[src/rtl/riscv_pkg.sv]
// Shared encodings for the hazard unit: multi-cycle FSM states,
// forward-select codes and the load result-source value.
package riscv_pkg;

   typedef enum logic {
      MDU_IDLE = 1'b0,
      MDU_BUSY = 1'b1
   } mdu_state_e;

   localparam logic [1:0] FWD_RF  = 2'b00;
   localparam logic [1:0] FWD_WB  = 2'b01;
   localparam logic [1:0] FWD_MEM = 2'b10;

   localparam logic [1:0] RESULTSRC_LOAD = 2'b01;

endpackage

[src/rtl/riscv_fwd_sel.sv]
// Single operand forward select; the memory stage wins over writeback
// because it holds the younger result.
module riscv_fwd_sel
   import riscv_pkg::*;
(
   input  logic [4:0] rsaddr_e,
   input  logic [4:0] rdaddr_m,
   input  logic [4:0] rdaddr_w,
   input  logic       regwrite_m,
   input  logic       regwrite_w,
   output logic [1:0] fwd_sel
);

   always_comb begin
      fwd_sel = FWD_RF;
      if (regwrite_w && (rdaddr_w != 5'd0) && (rdaddr_w == rsaddr_e)) begin
         fwd_sel = FWD_WB;
      end
      if (regwrite_m && (rdaddr_m != 5'd0) && (rdaddr_m == rsaddr_e)) begin
         fwd_sel = FWD_MEM;
      end
   end

endmodule

[src/rtl/riscv_hazard_ctrl.sv]
// Pipeline hazard control: operand forwarding, load-use bubble, branch
// flush and the stall/abort sequencing for the multi-cycle mul/div unit.
module riscv_hazard_ctrl
   import riscv_pkg::*;
#(
   parameter int unsigned MDU_TIMEOUT = 64
) (
   input  logic       i_riscv_hzrd_clk,
   input  logic       i_riscv_hzrd_rst_n,
   input  logic [4:0] i_riscv_hzrd_rs1addr_d,
   input  logic [4:0] i_riscv_hzrd_rs2addr_d,
   input  logic [4:0] i_riscv_hzrd_rs1addr_e,
   input  logic [4:0] i_riscv_hzrd_rs2addr_e,
   input  logic [4:0] i_riscv_hzrd_rdaddr_e,
   input  logic [1:0] i_riscv_hzrd_resultsrc_e,
   input  logic [4:0] i_riscv_hzrd_rdaddr_m,
   input  logic [4:0] i_riscv_hzrd_rdaddr_w,
   input  logic       i_riscv_hzrd_regwrite_m,
   input  logic       i_riscv_hzrd_regwrite_w,
   input  logic       i_riscv_hzrd_pcsrc_e,
   input  logic       i_riscv_hzrd_mdureq_e,
   input  logic       i_riscv_hzrd_mdudone,
   output logic       o_riscv_hzrd_stall_f,
   output logic       o_riscv_hzrd_stall_d,
   output logic       o_riscv_hzrd_stall_e,
   output logic       o_riscv_hzrd_flush_d,
   output logic       o_riscv_hzrd_flush_e,
   output logic [1:0] o_riscv_hzrd_fwda_e,
   output logic [1:0] o_riscv_hzrd_fwdb_e,
   output logic       o_riscv_hzrd_mdustart,
   output logic       o_riscv_hzrd_mdutimeout,
   output logic       o_riscv_hzrd_state_dbg
);

   localparam int unsigned CNT_W = $clog2(MDU_TIMEOUT + 1);
   localparam logic [CNT_W-1:0] TIMEOUT_CNT = CNT_W'(MDU_TIMEOUT);

   mdu_state_e       state, state_nxt;
   logic [CNT_W-1:0] busy_cnt, busy_cnt_nxt;
   logic             cnt_at_limit;
   logic             timeout_hit;
   logic             mdu_stall;
   logic             lwstall;

   riscv_fwd_sel u_fwd_a (
      .rsaddr_e   (i_riscv_hzrd_rs1addr_e),
      .rdaddr_m   (i_riscv_hzrd_rdaddr_m),
      .rdaddr_w   (i_riscv_hzrd_rdaddr_w),
      .regwrite_m (i_riscv_hzrd_regwrite_m),
      .regwrite_w (i_riscv_hzrd_regwrite_w),
      .fwd_sel    (o_riscv_hzrd_fwda_e)
   );

   riscv_fwd_sel u_fwd_b (
      .rsaddr_e   (i_riscv_hzrd_rs2addr_e),
      .rdaddr_m   (i_riscv_hzrd_rdaddr_m),
      .rdaddr_w   (i_riscv_hzrd_rdaddr_w),
      .regwrite_m (i_riscv_hzrd_regwrite_m),
      .regwrite_w (i_riscv_hzrd_regwrite_w),
      .fwd_sel    (o_riscv_hzrd_fwdb_e)
   );

   assign cnt_at_limit = (busy_cnt >= TIMEOUT_CNT);
   assign timeout_hit  = (state == MDU_BUSY) && !i_riscv_hzrd_mdudone && cnt_at_limit;

   // mdustart is a one-cycle request the unit always accepts; mdudone is a
   // one-cycle completion pulse that only has meaning while BUSY.
   always_ff @(posedge i_riscv_hzrd_clk or negedge i_riscv_hzrd_rst_n) begin
      if (!i_riscv_hzrd_rst_n) begin
         state                   <= MDU_IDLE;
         busy_cnt                <= '0;
         o_riscv_hzrd_mdutimeout <= 1'b0;
      end else begin
         state                   <= state_nxt;
         busy_cnt                <= busy_cnt_nxt;
         o_riscv_hzrd_mdutimeout <= timeout_hit;
      end
   end

   always_comb begin
      state_nxt    = state;
      busy_cnt_nxt = busy_cnt;
      case (state)
         MDU_IDLE: begin
            if (i_riscv_hzrd_mdureq_e && !i_riscv_hzrd_pcsrc_e) begin
               state_nxt    = MDU_BUSY;
               busy_cnt_nxt = '0;
            end
         end
         MDU_BUSY: begin
            if (i_riscv_hzrd_mdudone || cnt_at_limit) begin
               state_nxt = MDU_IDLE;
            end
            if (!cnt_at_limit) begin
               busy_cnt_nxt = busy_cnt + CNT_W'(1);
            end
         end
         default: state_nxt = MDU_IDLE;
      endcase
   end

   // Stalls drop in the done (or abort) cycle so the op leaves E on that edge.
   always_comb begin
      o_riscv_hzrd_mdustart = (state == MDU_IDLE) && i_riscv_hzrd_mdureq_e && !i_riscv_hzrd_pcsrc_e;
      mdu_stall = o_riscv_hzrd_mdustart ||
                  ((state == MDU_BUSY) && !i_riscv_hzrd_mdudone && !cnt_at_limit);
      lwstall = (i_riscv_hzrd_resultsrc_e == RESULTSRC_LOAD) &&
                (i_riscv_hzrd_rdaddr_e != 5'd0) &&
                ((i_riscv_hzrd_rdaddr_e == i_riscv_hzrd_rs1addr_d) ||
                 (i_riscv_hzrd_rdaddr_e == i_riscv_hzrd_rs2addr_d));
      o_riscv_hzrd_stall_e   = mdu_stall;
      o_riscv_hzrd_stall_f   = mdu_stall || (lwstall && !i_riscv_hzrd_pcsrc_e);
      o_riscv_hzrd_stall_d   = mdu_stall || (lwstall && !i_riscv_hzrd_pcsrc_e);
      o_riscv_hzrd_flush_d   = i_riscv_hzrd_pcsrc_e;
      o_riscv_hzrd_flush_e   = i_riscv_hzrd_pcsrc_e || (lwstall && !mdu_stall);
      o_riscv_hzrd_state_dbg = (state == MDU_BUSY);
   end

endmodule

[config.mk]
export PLATFORM = sky130hd
export DESIGN_NAME = riscv_hazard_ctrl
export DESIGN_NICKNAME = d
export VERILOG_FILES = /design/src/rtl/riscv_pkg.sv /design/src/rtl/riscv_fwd_sel.sv /design/src/rtl/riscv_hazard_ctrl.sv
export SDC_FILE = /design/constraint.sdc
export NUM_CORES = 1
export LEC_CHECK = 0
export CORE_UTILIZATION = 33
export CTS_BUF_LIST = sky130_fd_sc_hd__clkbuf_8
export DETAILED_ROUTE_END_ITERATION = 16
export PLACE_DENSITY = 0.75
export SYNTH_ARGS = -nofsm -noshare
export SYNTH_HDL_FRONTEND = slang
export SYNTH_SLANG_ARGS = --single-unit
[constraint.sdc]
create_clock -name i_riscv_hzrd_clk -period 6.9 [get_ports i_riscv_hzrd_clk]
set_clock_uncertainty 0.2 [all_clocks]
set_input_delay 2.07 -clock i_riscv_hzrd_clk [delete_from_list [all_inputs] [get_ports i_riscv_hzrd_clk]]
set_output_delay 2.07 -clock i_riscv_hzrd_clk [all_outputs]
set_load 0.005 [all_outputs]
**After elaboration in Yosys (flattened, before gate mapping)**

Index checks and enable logic that the tools add are counted.

- Add/sub/neg operators: 1
- Magnitude comparators: 1
- Equality and inequality tests: 9
- Muxes and demuxes: 10
- Bitwise logic cells: 1
- Reductions and logical operators: 29

Operators with widths:

| kind | count |
|---|---|
| $eq 5x5->1 | 6 |
| $logic_and 1x1->1 | 16 |
| $reduce_bool 5->1 | 3 |
| $mux 7 | 2 |
| $pmux 7 s2 | 1 |
| $add 7x1->7 const B | 1 |
| $ge 7x7->1 const B | 1 |
| $logic_or 1x1->1 | 5 |
| $logic_not 1->1 | 4 |
| $mux 1 | 4 |
| $mux 2 | 2 |
| $ne 2x2->1 const B | 2 |
| $eq 2x1->1 const B | 1 |
| $pmux 1 s2 | 1 |
| $reduce_and 2->1 | 1 |
| $not 1->1 | 1 |

- Register bits: 9
- Word-level logic and storage cells: 54

**Longest topological paths before layout**

- Depth after elaboration: 7
- Mapped depth: 5
- Gate-level depth less buffers: 4

**Hierarchy**

Synthesis repeated with hierarchy kept, for this count alone.

- Cells, all modules: 105
- Area total of the unflattened synthesis: 879.6 sq um

By module, submodules not included:

| module | instances | cells an instance | area each (sq um) | seq. area each (sq um) |
|---|---|---|---|---|
| riscv_hazard_ctrl | 1 | 65 | 576.8 | 225.2 |
| riscv_fwd_sel | 2 | 20 | 151.4 | 0.0 |

**Least setup slack after synthesis**

Ideal clock, no wire load.

- Kind: input -> output
- Start: input i_riscv_hzrd_rdaddr_m[4]
- End: output o_riscv_hzrd_fwda_e[0]
- Arrival time: 3.110 ns
- Data required time: 4.630 ns
- Path slack: 1.520 ns
- Cell stages on the path: 4
- Path buffers: 0
- Cells stage by stage: or4_1 > o21ai_2 > nor4_1 > nor4_2

- Word-level cells in the longest chain between the ends: 4
- Elaborated cells between the ends (all ways): 5
- Those cells by class: eq/ne: 1; mux: 1; reduce/logical: 3

Ends and longest elaborated chain:

| what | RTL line | source |
|---|---|---|
| from (decl) | riscv_hazard_ctrl.sv:16 | `input logic [4:0] i_riscv_hzrd_rdaddr_m,` |
| $reduce_bool 5->1 | riscv_fwd_sel.sv:19 | `if (regwrite_m && (rdaddr_m != 5'd0) && (rdaddr_m == rsaddr_e)) begin` |
| $logic_and 1x1->1 | riscv_fwd_sel.sv:19 |  |
| $logic_and 1x1->1 * | riscv_fwd_sel.sv:19 |  |
| $mux 2 * | riscv_fwd_sel.sv:19 |  |
| to (decl) | riscv_hazard_ctrl.sv:28 | `output logic [1:0] o_riscv_hzrd_fwda_e,` |

Every way passes the cells marked *; elsewhere a longest branch is shown, timed or not.

**Final worst setup path**

- Start: input i_riscv_hzrd_rdaddr_m[4]
- End: output o_riscv_hzrd_fwdb_e[0]

- Word-level cells in the longest chain between the ends: 4
- Elaborated cells between the ends (all ways): 5
- Those cells by class: eq/ne: 1; mux: 1; reduce/logical: 3

Ends and longest elaborated chain:

| what | RTL line | source |
|---|---|---|
| $reduce_bool 5->1 | riscv_fwd_sel.sv:19 |  |
| $logic_and 1x1->1 | riscv_fwd_sel.sv:19 |  |
| $logic_and 1x1->1 * | riscv_fwd_sel.sv:19 |  |
| $mux 2 * | riscv_fwd_sel.sv:19 |  |
| to (decl) | riscv_hazard_ctrl.sv:29 | `output logic [1:0] o_riscv_hzrd_fwdb_e,` |

Marked as above.

==> impl_metrics.json <==
{
  "placementRows": 17,
  "synth_largest_area_cell": "sky130_fd_sc_hd__xor2_1",
  "drt-vias-per-instance": 4.906,
  "initial_antenna_violation_count": 0,
  "worstSetupStartpointType": "input port",
  "holdBufCountCts": 0,
  "crit_type": "input port to primary output",
  "synthToLayoutAreaGrowth_pct": 74.02,
  "critPathLaunch": "i_riscv_hzrd_rdaddr_m[4]",
  "critPathArrivalTime_ns": 4.19,
  "tritoncts": "built",
  "detail_route.first_pass.iterations": 4,
  "min_path_type": "register to register",
  "period_needed_ns": 6.460,
  "number_of_instances_in_the_synthesized_netlist": 96,
  "io_pins": 56,
  "route.detailed.wl_per_inst_um": 12.56,
  "dr_total_vias": 888,
  "worstRegToRegCells": 4,
  "ctsResizeCount": 0,
  "post-dp-hpwl_mm": 1.959,
  "drc_errors": 0,
  "design_area_um2": 1450,
  "worstSetupEndpointType": "primary output",
  "die_height_um": 52.25,
  "post_route_cells_drive_above_1_share_pct": 4.575,
  "worstHoldStart": "busy_cnt[6]",
  "mappedNetlistNets": 141,
  "cts.sinks": 9,
  "tightest_slew_ns": 0.4380,
  "postSynth.topFlopCell": "sky130_fd_sc_hd__dfrtp_1",
  "synth.area.top_cells": "sky130_fd_sc_hd__xor2_1 (29%), sky130_fd_sc_hd__dfrtp_1 (27%), sky130_fd_sc_hd__xnor2_1 (6.3%), sky130_fd_sc_hd__or4_1 (4.5%), sky130_fd_sc_hd__nor2_1 (4.1%)",
  "async_reset_ff_share_pct": 100.0,
  "clock_latency_ns": 0.24,
  "first_global_vias": 880,
  "drt_first_iter_violations": 6,
  "clock_path_buffers": 2,
  "port_buffers": 55,
  "yosysUniqueCellTypes": 24,
  "drt-total-wl_mm": 2.274,
  "mappedNetlistArea_um2": 833.3,
  "post-synth-top-count-cell": "sky130_fd_sc_hd__xor2_1",
  "tns_ns": 0,
  "synthesis_warnings": 0,
  "seq_area_frac_synth_pct": 27.03,
  "die_width_um": 52.25,
  "cts_post_setup_buffers_inserted": 0,
  "max_cap_viol_count": 0,
  "reg2reg_from": "o_riscv_hzrd_state_dbg",
  "max_slew_margin_pct": 70.53,
  "clock.fmax_ghz": 0.1548,
  "placed_area_um2": 1404,
  "grt_first_pass_wirelength_mm": 3.767,
  "cts_root_buf": "sky130_fd_sc_hd__clkbuf_8",
  "grt_max_degree": 10,
  "setup_repair_after_global_routing_missed_its_margin": "no",
  "antenna_left": 0,
  "critical_path_peak_fanout": 3,
  "fill_cells": 216,
  "powerDensity_nw_per_um2": 143.7,
  "syn_area_per_cell_um2": 8.680,
  "cts_max_level": 1,
  "ys_ff_latch": 9,
  "critPathRequiredTime_ns": 4.63,
  "synth.cells.most_frequent": "sky130_fd_sc_hd__xor2_1 (28), sky130_fd_sc_hd__dfrtp_1 (9), sky130_fd_sc_hd__nor2_1 (9)",
  "timing.hold.worst_path_depth": 1,
  "initial_utilization_pct": 36.27,
  "global_router_s_overall_resource_usage_pct": 19.00,
  "cts_buffers": 3,
  "gr-total-overflow": 0,
  "synth_enable_flop_cells": 0,
  "clkTransAtPathRegs_ns": 0.05,
  "run_status": "completed",
  "die_area_um2": 2730,
  "final_min_period_over_clock_period_pct": 93.62,
  "place.gp.congestion": 0.8454,
  "design.core.area_um2": 2297,
  "whs_ns": 0.3392,
  "yosys.area.top_type_share_pct": 29.43,
  "irDropWorstVdd_uv": 174.4,
  "design.final.nets": 199,
  "insertedDiodeCount": 0,
  "cellLeakagePower_nw": 0.5838,
  "finalMaxSlewViolations": 0,
  "report.final.hold_viol_count": 0,
  "setup-violations-final": 0
}
-- state kept, by name, indices dropped and copies added (netlist names) --
name,cells
busy_cnt,7
o_riscv_hzrd_state_dbg,1
o_riscv_hzrd_mdutimeout,1
-- where the power goes --
group,leakage [nW],internal [mW],switching [mW]
Combinational,0.437,0.0460,0.0304
Sequential,0.122,0.0609,0.00908
Clock,0.0255,0.0395,0.0225
Total,0.584,0.146,0.0620
-- placed cells by master, fill, tap and decap left out --
master,Yosys,final
sky130_fd_sc_hd__clkinv_2,0,1
sky130_fd_sc_hd__clkbuf_8,0,3
sky130_fd_sc_hd__nand3_1,3,3
sky130_fd_sc_hd__inv_1,3,3
sky130_fd_sc_hd__nand2b_1,2,2
sky130_fd_sc_hd__ha_1,1,1
sky130_fd_sc_hd__nor4_1,2,2
sky130_fd_sc_hd__nor3_1,2,2
sky130_fd_sc_hd__clkdlybuf4s50_1,0,55
sky130_fd_sc_hd__or3_1,1,1
sky130_fd_sc_hd__dfrtp_1,9,9
sky130_fd_sc_hd__o21ai_1,1,1
sky130_fd_sc_hd__nor2b_1,1,1
sky130_fd_sc_hd__and3_1,1,1
sky130_fd_sc_hd__nor2_1,9,9
sky130_fd_sc_hd__xor2_1,28,28
sky130_fd_sc_hd__o41ai_1,1,1
sky130_fd_sc_hd__o21bai_1,1,1
sky130_fd_sc_hd__nand4_1,4,4
sky130_fd_sc_hd__o21ai_0,5,5
sky130_fd_sc_hd__xnor2_1,6,6
sky130_fd_sc_hd__nand2_1,5,5
sky130_fd_sc_hd__or4_1,5,5
sky130_fd_sc_hd__nor4_2,2,2
sky130_fd_sc_hd__o21ai_2,1,1
sky130_fd_sc_hd__a22oi_1,1,1
-- logic make-up after synthesis --
| group | after synthesis | synth area share (%) |
|---|---|---|
| AND/OR/NAND/NOR | 37 | 25.08 |
| XOR/XNOR | 34 | 35.74 |
| AO/OA/AOI/OAI | 10 | 7.508 |
| flip-flops | 9 | 27.03 |
| buffers and inverters | 5 | 3.153 |
| adder cells (fa/ha/maj) | 1 | 1.501 |
-- metal layers --
layer	up-vias	wire, µm	global-route usage (%)	part of all wire (%)
li1	447	-	-	-
met2	40	1108	31.41	49
met5	-	0	0	0
met1	393	936	21.63	41
met4	0	70	12.28	3.1
met3	8	159	4.638	7.0
-- cell type report --
| class | instances | area [µm²] | area share (%) |
|---|---|---|---|
| Inverter | 3 | 11.26 | 0.7765 |
| Sequential cell | 9 | 225.2 | 15.53 |
| Clock inverter | 1 | 5.005 | 0.3451 |
| Timing Repair Buffer | 55 | 550.5 | 37.96 |
| Tap cell | 28 | 35.03 | 2.416 |
| Multi-Input combinational cell | 82 | 581.8 | 40.12 |
| Clock buffer | 3 | 41.29 | 2.847 |
-- worst paths after layout --
path	to	slack [ns]
setup / recovery	o_riscv_hzrd_fwdb_e[0]	0.44
hold / removal	o_riscv_hzrd_state_dbg	0.34
setup reg to reg	busy_cnt[5]	5.46
hold reg to reg	o_riscv_hzrd_state_dbg	0.34
max in group asynchronous	busy_cnt[4]	4.28
min in group asynchronous	o_riscv_hzrd_mdutimeout	1.93
-- critical path, cell delays in order --
cell                              delay (ns)
sky130_fd_sc_hd__clkdlybuf4s50_1        0.48
sky130_fd_sc_hd__or4_1                  0.56
sky130_fd_sc_hd__o21ai_2                0.16
sky130_fd_sc_hd__nor4_1                 0.10
sky130_fd_sc_hd__nor4_2                 0.27
sky130_fd_sc_hd__clkdlybuf4s50_1        0.55
-- per-stage QoR --
step | cells | utilization (%) | total power [mW] | setup slack (ns)
floorplan | 96 | - | 0.1015 | 1.520
global placement | 177 | 61.11 | 0.1454 | 0.4862
detailed placement | 177 | 61.11 | 0.1477 | 0.4412
CTS | 181 | 63.13 | 0.2113 | 0.4237
global route | 181 | 63.13 | 0.2234 | 0.3500
finish | 181 | 63.13 | 0.2084 | 0.4399
Power figures use the tool's default switching activity.
